**src/rtl/hazard_scoreboard_pkg.sv**
```systemverilog
// Shared types and constants for the decode-stage hazard scoreboard.
// Used by hazard_scoreboard and hazard_src_lookup.
package hazard_pkg;

   localparam int ST_E  = 0;
   localparam int ST_M  = 1;
   localparam int ST_M2 = 2;
   localparam int ST_W  = 3;

   localparam logic [1:0] RDY_ALU  = 2'd0;
   localparam logic [1:0] RDY_CP0  = 2'd1;
   localparam logic [1:0] RDY_LOAD = 2'd2;

   typedef enum logic [2:0] {
      FWD_RF = 3'b000,
      FWD_W  = 3'b001,
      FWD_M2 = 3'b010,
      FWD_M  = 3'b011,
      FWD_E  = 3'b100
   } fwd_sel_e;

   typedef struct packed {
      logic       valid;
      logic [1:0] age;
      logic [1:0] rdy;
   } sb_entry_t;

   function automatic fwd_sel_e stageFwd(input logic [1:0] age);
      fwd_sel_e sel;
      case (age)
         2'd0:    sel = FWD_E;
         2'd1:    sel = FWD_M;
         2'd2:    sel = FWD_M2;
         default: sel = FWD_W;
      endcase
      return sel;
   endfunction

endpackage

```
**src/rtl/hazard_scoreboard_src_lookup.sv**
```systemverilog
// Per-source scoreboard lookup: forwarding select and hazard bit for one
// source register against the registered table.
import hazard_pkg::*;

module hazard_src_lookup #(
   parameter int NREG = 32
) (
   input  sb_entry_t [NREG-1:0] sbTable,
   input  logic [4:0]           src,
   output logic [2:0]           fwd,
   output logic                 hazard
);

   sb_entry_t ent;
   logic      hit;

   always_comb begin
      ent    = sbTable[src];
      hit    = ent.valid && (src != 5'd0);
      fwd    = hit ? stageFwd(ent.age) : FWD_RF;
      // Result not yet forwardable while the producer is younger than its ready stage.
      hazard = hit && (ent.age < ent.rdy);
   end

endmodule

```
**src/rtl/hazard_scoreboard.sv**
```systemverilog
// Multi-lane register scoreboard: tracks in-flight producers per register,
// drives forwarding selects and lane issue grants. HAZARD_PERF_EN adds perf counters.
import hazard_pkg::*;

module hazard_scoreboard #(
   parameter int LANES  = 2,
   parameter int NREG   = 32,
   parameter int NSTAGE = 4
) (
   input  logic                  clk,
   input  logic                  resetn,
   input  logic                  freeze,
   input  logic                  flush,
   input  logic [LANES-1:0]      issue_valid,
   input  logic [LANES-1:0][4:0] rs,
   input  logic [LANES-1:0][4:0] rt,
   input  logic [LANES-1:0]      wen,
   input  logic [LANES-1:0][4:0] wdst,
   input  logic [LANES-1:0][1:0] rdy_stage,
   output logic [LANES-1:0]      issue_ok,
   output logic                  stall_d,
   output logic [LANES-1:0][2:0] fwd_rs,
   output logic [LANES-1:0][2:0] fwd_rt
`ifdef HAZARD_PERF_EN
   ,
   output logic [31:0]           perf_stall_cyc,
   output logic [31:0]           perf_split_cyc
`endif
);

   localparam logic [1:0] AGE_LAST = 2'(NSTAGE - 1);

   sb_entry_t [NREG-1:0] sbTable;
   sb_entry_t [NREG-1:0] sbNext;
   logic [LANES-1:0]     hazRs;
   logic [LANES-1:0]     hazRt;
   logic [LANES-1:0]     laneHaz;
   logic [LANES-1:0]     intraDep;
   logic [LANES-1:0]     grant;

   for (genvar l = 0; l < LANES; l++) begin : g_lane
      hazard_src_lookup #(.NREG(NREG)) u_rs (
         .sbTable(sbTable), .src(rs[l]), .fwd(fwd_rs[l]), .hazard(hazRs[l])
      );
      hazard_src_lookup #(.NREG(NREG)) u_rt (
         .sbTable(sbTable), .src(rt[l]), .fwd(fwd_rt[l]), .hazard(hazRt[l])
      );
   end

   always_comb begin
      laneHaz  = hazRs | hazRt;
      intraDep = '0;
      for (int l = 1; l < LANES; l++) begin
         for (int k = 0; k < l; k++) begin
            if (wen[k] && (wdst[k] != 5'd0) && ((wdst[k] == rs[l]) || (wdst[k] == rt[l])))
               intraDep[l] = 1'b1;
         end
      end
      grant    = '0;
      grant[0] = issue_valid[0] & ~freeze & ~flush & ~laneHaz[0] & ~intraDep[0];
      // Lanes issue strictly in order; a blocked lane also holds every younger lane.
      for (int l = 1; l < LANES; l++)
         grant[l] = grant[l-1] & issue_valid[l] & ~laneHaz[l] & ~intraDep[l];
      issue_ok = grant & {LANES{resetn}};
      stall_d  = issue_valid[0] & laneHaz[0];
   end

   always_comb begin
      sbNext = sbTable;
      for (int r = 1; r < NREG; r++) begin
         if (sbTable[r].valid) begin
            if (flush && (sbTable[r].age <= 2'(ST_M)))
               sbNext[r].valid = 1'b0;
            else if (!freeze) begin
               if (sbTable[r].age == AGE_LAST)
                  sbNext[r].valid = 1'b0;
               else
                  sbNext[r].age = sbTable[r].age + 2'd1;
            end
         end
      end
      // Later lanes are younger, so their write to a shared register must win.
      for (int l = 0; l < LANES; l++) begin
         if (grant[l] && wen[l] && (wdst[l] != 5'd0)) begin
            sbNext[wdst[l]].valid = 1'b1;
            sbNext[wdst[l]].age   = 2'(ST_E);
            sbNext[wdst[l]].rdy   = rdy_stage[l];
         end
      end
      sbNext[0] = '0;
   end

   always_ff @(posedge clk) begin
      if (!resetn)
         sbTable <= '0;
      else
         sbTable <= sbNext;
   end

`ifdef HAZARD_PERF_EN
   logic splitEvt;

   always_comb begin
      splitEvt = 1'b0;
      for (int l = 1; l < LANES; l++) begin
         if (l == 1)
            splitEvt = grant[0] & issue_valid[l] & ~laneHaz[l] & intraDep[l];
      end
   end

   always_ff @(posedge clk) begin
      if (!resetn) begin
         perf_stall_cyc <= '0;
         perf_split_cyc <= '0;
      end else begin
         if (stall_d)
            perf_stall_cyc <= perf_stall_cyc + 32'd1;
         if (splitEvt)
            perf_split_cyc <= perf_split_cyc + 32'd1;
      end
   end
`endif

endmodule
```
**config.mk**
```make
export PLATFORM = sky130hd
export DESIGN_NAME = hazard_scoreboard
export DESIGN_NICKNAME = d
export VERILOG_FILES = /design/src/rtl/hazard_scoreboard_pkg.sv /design/src/rtl/hazard_scoreboard_src_lookup.sv /design/src/rtl/hazard_scoreboard.sv
export SDC_FILE = /design/constraint.sdc
export NUM_CORES = 1
export LEC_CHECK = 0
export ABC_CLOCK_PERIOD_IN_PS = 6910
export BUFFER_PORTS_ARGS = -buffer_cell sky130_fd_sc_hd__buf_4
export CORE_MARGIN = 2
export CORE_UTILIZATION = 57
export CTS_BUF_LIST = sky130_fd_sc_hd__clkbuf_16
export DETAILED_ROUTE_END_ITERATION = 7
export PLACE_DENSITY_LB_ADDON = 0.3
export SYNTH_ARGS = -nofsm -noshare
export SYNTH_HDL_FRONTEND = slang
export SYNTH_SLANG_ARGS = --single-unit
```
**constraint.sdc**
```tcl
create_clock -name clk -period 6.91 [get_ports clk]
set_input_delay 1.382 -clock clk [delete_from_list [all_inputs] [get_ports clk]]
set_output_delay 1.382 -clock clk [all_outputs]
set_load 0.02 [all_outputs]
```
==> impl_metrics.tcl, run 1 <==
set metrics [dict create \
    antenna_found_initial 1 \
    worst_ir_drop_vdd_v 0.000149 \
    slew_headroom_pct 35.1 \
    synth_commonest_cells "155 x dfxtp_1, 147 x mux4_2, 109 x mux2i_1" \
    status "complete, no violations" \
    finalMaxSlewViolations 0 \
    ff_latch_area_um2 3100 \
    viasPerCell 8.06 \
    numClockSinks 155 \
    finalCriticalPeriod_ps 6700 \
    core_area_um2 23500 \
    critPathMaxFanout 26 \
    cts_tree "done" \
    dieWidth_um 159 \
    cp_num_cells 12 \
    hold_path.class "reg -> reg" \
    hold_viol 0 \
    cts_buffers 17 \
    crit-reg2reg-launch "sbTable[138]$_SDFF_PN0_" \
    cap_violations 0 \
    start_util_pct 58.0 \
    multi_input_area_um2 9740 \
    fillers 1960 \
    yosysMostFrequentCell "dfxtp_1" \
    cp_num_buf_inv 3 \
    drive_gt1_share_pct 24.0 \
    grt_first_pass_wirelength_um 79600 \
    synth_cell_types 76 \
    root_buffer "clkbuf_16" \
    ys_seq_area_share_pct 22.8 \
    area_growth_pct 6.63 \
    gp_congestion 1.10 \
    ant_nets 0 \
    synth_ff_type "dfxtp_1" \
    vias 13600 \
    grt_max_degree 81 \
    wl_um 53500 \
    synth_area_leader_cell "mux4_2" \
    cp-endpoint "issue_ok[1]" \
    syn_area_um2 13600 \
    first_pass_iters 6 \
    place_ws_ps 305 \
    finalSetupTns_ps 0 \
    p_leak_nw 4.70 \
    r2r_cells 12 \
    dpl_cell_area_um2 14000 \
    drtIter0Drc 2449 \
    grt_use_total_pct 43.2 \
    crit_family "multiplexers" \
    fmax_ghz 0.149 \
    wire_per_inst_um 31.6 \
    htree_levels 4 \
    pin_count 57 \
    die_area_um2 25100 \
    top_register "sbTable" \
    post_cts_buffers 0 \
    r2r_end "sbTable[17]$_SDFF_PN0_" \
    r2r_slack_ps 1900 \
    stdcell_area_um2 14500 \
    powerDensity_nw_per_um2 151 \
    async_flop_share_pct 0 \
    grt-ovfl-total 0 \
    ys_ff_latch 155 \
    synth-edff-count 0 \
    rows 56 \
    setup_slack_ps 214 \
    netlist_instances 1411 \
    path_class "in -> out" \
    die_h_um 159 \
    numPortBuffers 56 \
    grt_pass1_vias 12400 \
    clockBufferDepth 2 \
    min_period_over_period_pct 96.9 \
    synthTopCellsByArea "mux4_2 24%, dfxtp_1 23%, mux2i_1 8.0%" \
    hpwl_um 38100 \
    setup_viol 0 \
    holdWs_ps 607 \
    antennaDiodeCount 0 \
    required_ps 5530 \
    max_stage_delay_ps 580 \
    synth_top_area_share_pct 24.3 \
    syn-num-nets 1469 \
    skew_ps 14.2 \
    cts.reportedPaths.clkPinSlew_ps 70 \
    ys.warnings.count 0 \
    startpoint_type "input port" \
    layout.nets 1420 \
    drc_errors 0 \
    avgSynthCellArea_um2 9.65 \
    cts-resized-gates 0 \
    crit_slowest_cell "mux4_2" \
    largest_reg_flops 155 \
    path_cells "buf_4 -> mux4_2 -> mux4_2 -> mux2i_1 -> inv_1 -> ha_1 -> nor4b_1 -> or4_1 -> o32ai_4 -> nor3_1 -> and2_1 -> buf_4" \
    clk_latency_ps 440 \
    reg_top3 "sbTable (155)" \
    endpoint_kind "output port" \
    rsz0062_at_grt "false" \
    hold_buffers 0 \
    worstMarginPinSlew_ps 974 \
    startpoint "rt[0]" \
    arrival_ps 5310 \
]
==> per-layer routing <==
layer / wire [um] / global-route usage (%) / vias up
li1: - / - / 5602
met1: 19300 / 59.9 / 6503
met2: 22600 / 61.9 / 1328
met3: 9030 / 14.4 / 214
met4: 2580 / 18.3 / 0
met5: 0 / 0 / -
==> worst min-delay path by stage <==
stage                            start                      end  slack (ps)  cells past startpoint
6_report       sbTable[145]$_SDFF_PN0_  sbTable[145]$_SDFF_PN0_         610                      2
5_1_grt         sbTable[35]$_SDFF_PN0_   sbTable[35]$_SDFF_PN0_         630                      2
4_1_cts         sbTable[31]$_SDFF_PN0_   sbTable[31]$_SDFF_PN0_         600                      2
3_5_place_dp    sbTable[30]$_SDFF_PN0_   sbTable[30]$_SDFF_PN0_         590                      2
3_3_place_gp   sbTable[110]$_SDFF_PN0_  sbTable[110]$_SDFF_PN0_         570                      2
2_1_floorplan   sbTable[23]$_SDFF_PN0_   sbTable[23]$_SDFF_PN0_         520                      2
==> through the flow <==
| stage | power, mW | utilization [%] | instances |
|---|---|---|---|
| after CTS | 2.17 | 61.8 | 1694 |
| final | 2.20 | 61.8 | 1694 |
| after detailed placement | 1.28 | 59.5 | 1662 |
| after global placement | 1.28 | 59.5 | 1662 |
| after global routing | 2.24 | 61.8 | 1694 |
| after floorplan | 1.17 | - | 1411 |
==> tightest hold or removal path: stages, from the launching register on <==
cell     delay, ps
dfxtp_1        350
mux2i_1        140
a21oi_1         80
==> cell usage in the layout, fill, tap and decap left out, types with 4 or more instances in the layout <==
cell type,count
a21oi_1,93
nand3_1,86
nor3b_1,4
and4b_1,4
and3_1,4
a221oi_1,10
nor4_2,4
or2_2,7
nor4_1,47
a22o_1,6
nand3b_1,6
mux4_2,147
a2111oi_0,4
ha_1,16
a31o_2,6
clkinv_4,4
inv_1,22
a211oi_1,5
nor4b_1,4
o41ai_1,60
mux2_2,21
nor2_1,88
o21ai_0,40
a31oi_1,58
nand2_1,32
nor2b_1,23
dfxtp_1,155
clkbuf_16,17
buf_4,77
nand2b_1,11
or3_1,22
nor3_2,22
mux2i_1,109
xnor2_1,10
and2_1,8
a22oi_1,4
o22ai_1,32
nor3_1,43
==> power breakdown <==
group          internal (mW)  switching [mW]  total, mW
combinational          0.119           0.264      0.382
clock                  0.467           0.450      0.917
sequential             0.894         0.00311      0.897
total                   1.48           0.716       2.20
==> kinds of logic (layout without fill, tap and decap cells) <==
group / count (synthesis) / count (layout) / synth area share [%]
AO/OA/AOI/OAI: 350 / 350 / 17.3
XOR/XNOR: 10 / 10 / 0.643
adder cells (fa/ha/maj): 16 / 16 / 1.47
buffers and inverters: 172 / 136 / 5.84
flip-flops: 155 / 155 / 22.8
multiplexers: 277 / 277 / 34.1
AND/OR/NAND/NOR: 431 / 431 / 17.9
==> cell type report <==
| cell class | count | share of cell area (%) |
|---|---|---|
| Sequential cell | 155 | 21.4 |
| Tap cell | 319 | 2.75 |
| Timing Repair Buffer | 80 | 4.40 |
| Clock inverter | 15 | 0.810 |
| Multi-Input combinational cell | 1084 | 67.1 |
| Clock buffer | 17 | 2.93 |
| Inverter | 24 | 0.621 |
(Power assumes the default switching activity.)
==> run 2, diff against run 1 <==
CORE_UTILIZATION = 35   (was 57)
==> run 2 against run 1 <==
  * Die area rose by 61%
  * Clock power rose by 4.8%
  * Hold slack got worse by 19 ps
  * Global-route usage fell by 15 points
  * Core utilization fell by 23 points
  * Cell area rose by 1.9%
  * Count of clock-buffer cells in the layout did not move
  * Worst setup slack improved by 33 ps
  * Critical endpoint unchanged
  * Highest routed layer unchanged
==> impl_metrics.tcl, run 2 (synthesis gave the netlist of run 1 again) <==
set metrics [dict create \
    final_util_pct 38.4 \
    setup_viol 0 \
    p_int_mw 1.54 \
    drive_gt1_share_pct 23.9 \
    finalSetupTns_ps 0 \
    core_area_um2 38600 \
    area_growth_pct 8.70 \
    holdWs_ps 588 \
    numClockSinks 155 \
    rows 72 \
    clockBufferDepth 2 \
    hold_path.class "reg -> reg" \
    drtIter0Drc 2110 \
    numPortBuffers 56 \
    die_h_um 201 \
    cap_violations 0 \
    place_ws_ps 164 \
    grt-ovfl-total 0 \
    arrival_ps 5280 \
    htree_levels 4 \
    path_class "in -> out" \
    worstMarginPinSlew_ps 1010 \
    vias 13200 \
    crit_slowest_cell "a311oi_1" \
    wire_per_inst_um 30.4 \
    rsz0062_at_grt "false" \
    dieWidth_um 201 \
    layout.nets 1419 \
    p_switching_mw 0.708 \
    clk_latency_ps 460 \
    p_leak_nw 4.70 \
    dpl.cell_count 1860 \
    post_cts_buffers 0 \
    pin_count 57 \
    status "complete, no violations" \
    path_cells "buf_4 -> mux2_2 -> a22o_1 -> mux4_2 -> mux2i_1 -> inv_1 -> ha_1 -> nand2b_1 -> a311oi_1 -> o21a_1 -> o22a_1 -> and2_1 -> buf_4" \
    min_period_over_period_pct 96.4 \
    viasPerCell 6.99 \
    skew_ps 15.1 \
    powerDensity_nw_per_um2 152 \
    cpMostUsedCell "buf_4" \
    dpl_cell_area_um2 14200 \
    largest_reg_flops 155 \
    total_power_mw 2.25 \
    cts.reportedPaths.clkPinSlew_ps 60 \
    reg_top3 "sbTable (155)" \
    grt_first_pass_wirelength_um 85300 \
    first_pass_iters 6 \
    slew_headroom_pct 32.5 \
    cts_tree "done" \
    fmax_ghz 0.150 \
    critPathMaxFanout 35 \
    die_area_um2 40500 \
    antenna_found_initial 1 \
    final_common_cell "dfxtp_1" \
    worst_ir_drop_vdd_v 0.000174 \
    endpoint_kind "output port" \
    start_util_pct 35.3 \
    ant_nets 0 \
    p_seq_share_pct 39.9 \
    pwr-share-clk_pct 42.7 \
    required_ps 5530 \
    hpwl_um 41200 \
    layout.cells.non_filler 1894 \
    hold_viol 0 \
    cts_buffers 17 \
    drc_errors 0 \
    grt_pass1_vias 12500 \
    switching_share_pct 31.5 \
    grt_max_degree 89 \
    wl_um 57600 \
    max_stage_delay_ps 490 \
    layout_common_cells "155 x dfxtp_1, 147 x mux4_2, 109 x mux2i_1, 93 x a21oi_1, 88 x nor2_1" \
    top_register "sbTable" \
    grt_use_total_pct 28.1 \
    finalCriticalPeriod_ps 6660 \
    finalMaxSlewViolations 0 \
    gp_congestion 0.998 \
    stdcell_area_um2 14800 \
    startpoint_type "input port" \
    pwr-share-comb_pct 17.4 \
    setup_slack_ps 247 \
    root_buffer "clkbuf_16" \
]
[run 2: changes by cell type in the layout (fill, tap and decap cells not counted), sizes merged]
cell,delta
buf,-1
clkinv,-3
inv,-2
clkinvlp,+3
diode,+2
bufinv,+2
[run 2: worst max-delay path, delay by kind of cell]
kind,cells,cell delay [ps]
fa+ha+maj,1,410
compound gates,4,1310
buf+inv,3,730
simple gates,2,320
mux,3,1110
[run 2: final timing paths]
path | start | end | slack (ps) | depth (start not counted)
max | rt[6] | issue_ok[1] | 250 | 13
min | sbTable[110]$_SDFF_PN0_ | sbTable[110]$_SDFF_PN0_ | 590 | 2
max reg2reg | sbTable[133]$_SDFF_PN0_ | sbTable[23]$_SDFF_PN0_ | 1810 | 13
min reg2reg | sbTable[110]$_SDFF_PN0_ | sbTable[110]$_SDFF_PN0_ | 590 | 2
[run 2: power by group through the flow]
stage | clock (mW) | combinational [mW] | sequential (mW)
after detailed placement | 0 | 0.381 | 0.918
after floorplan | 0 | 0.258 | 0.916
after global placement | 0 | 0.381 | 0.918
final | 0.961 | 0.393 | 0.897
after CTS | 0.965 | 0.381 | 0.897
after global routing | 1.00 | 0.407 | 0.897
[run 2: final cells by class]
type | instances | area, um2
Fill cell | 3920 | 23800
Multi-Input combinational cell | 1084 | 9740
Antenna cell | 2 | 5.00
Timing Repair Buffer | 79 | 634
Tap cell | 518 | 648
Clock buffer | 17 | 425
Clock inverter | 15 | 150
Inverter | 24 | 90.1
Sequential cell | 155 | 3100
[run 2: timing repair]
item | 4_1_cts | 5_1_grt
hold buffers | 0 | 0
setup endpoints to repair | 0 | 1
resized for setup | 0 | 1
[run 2: per-layer routing]
metal | global-route usage [%] | up-vias | wire, um | share of wire (%)
met1 | 40.4 | 6560 | 24000 | 42
met3 | 5.83 | 128 | 6790 | 12
met4 | 10.4 | 0 | 1980 | 3.4
met2 | 41.5 | 952 | 24900 | 43
li1 | - | 5606 | - | -
met5 | 0 | - | 0 | 0
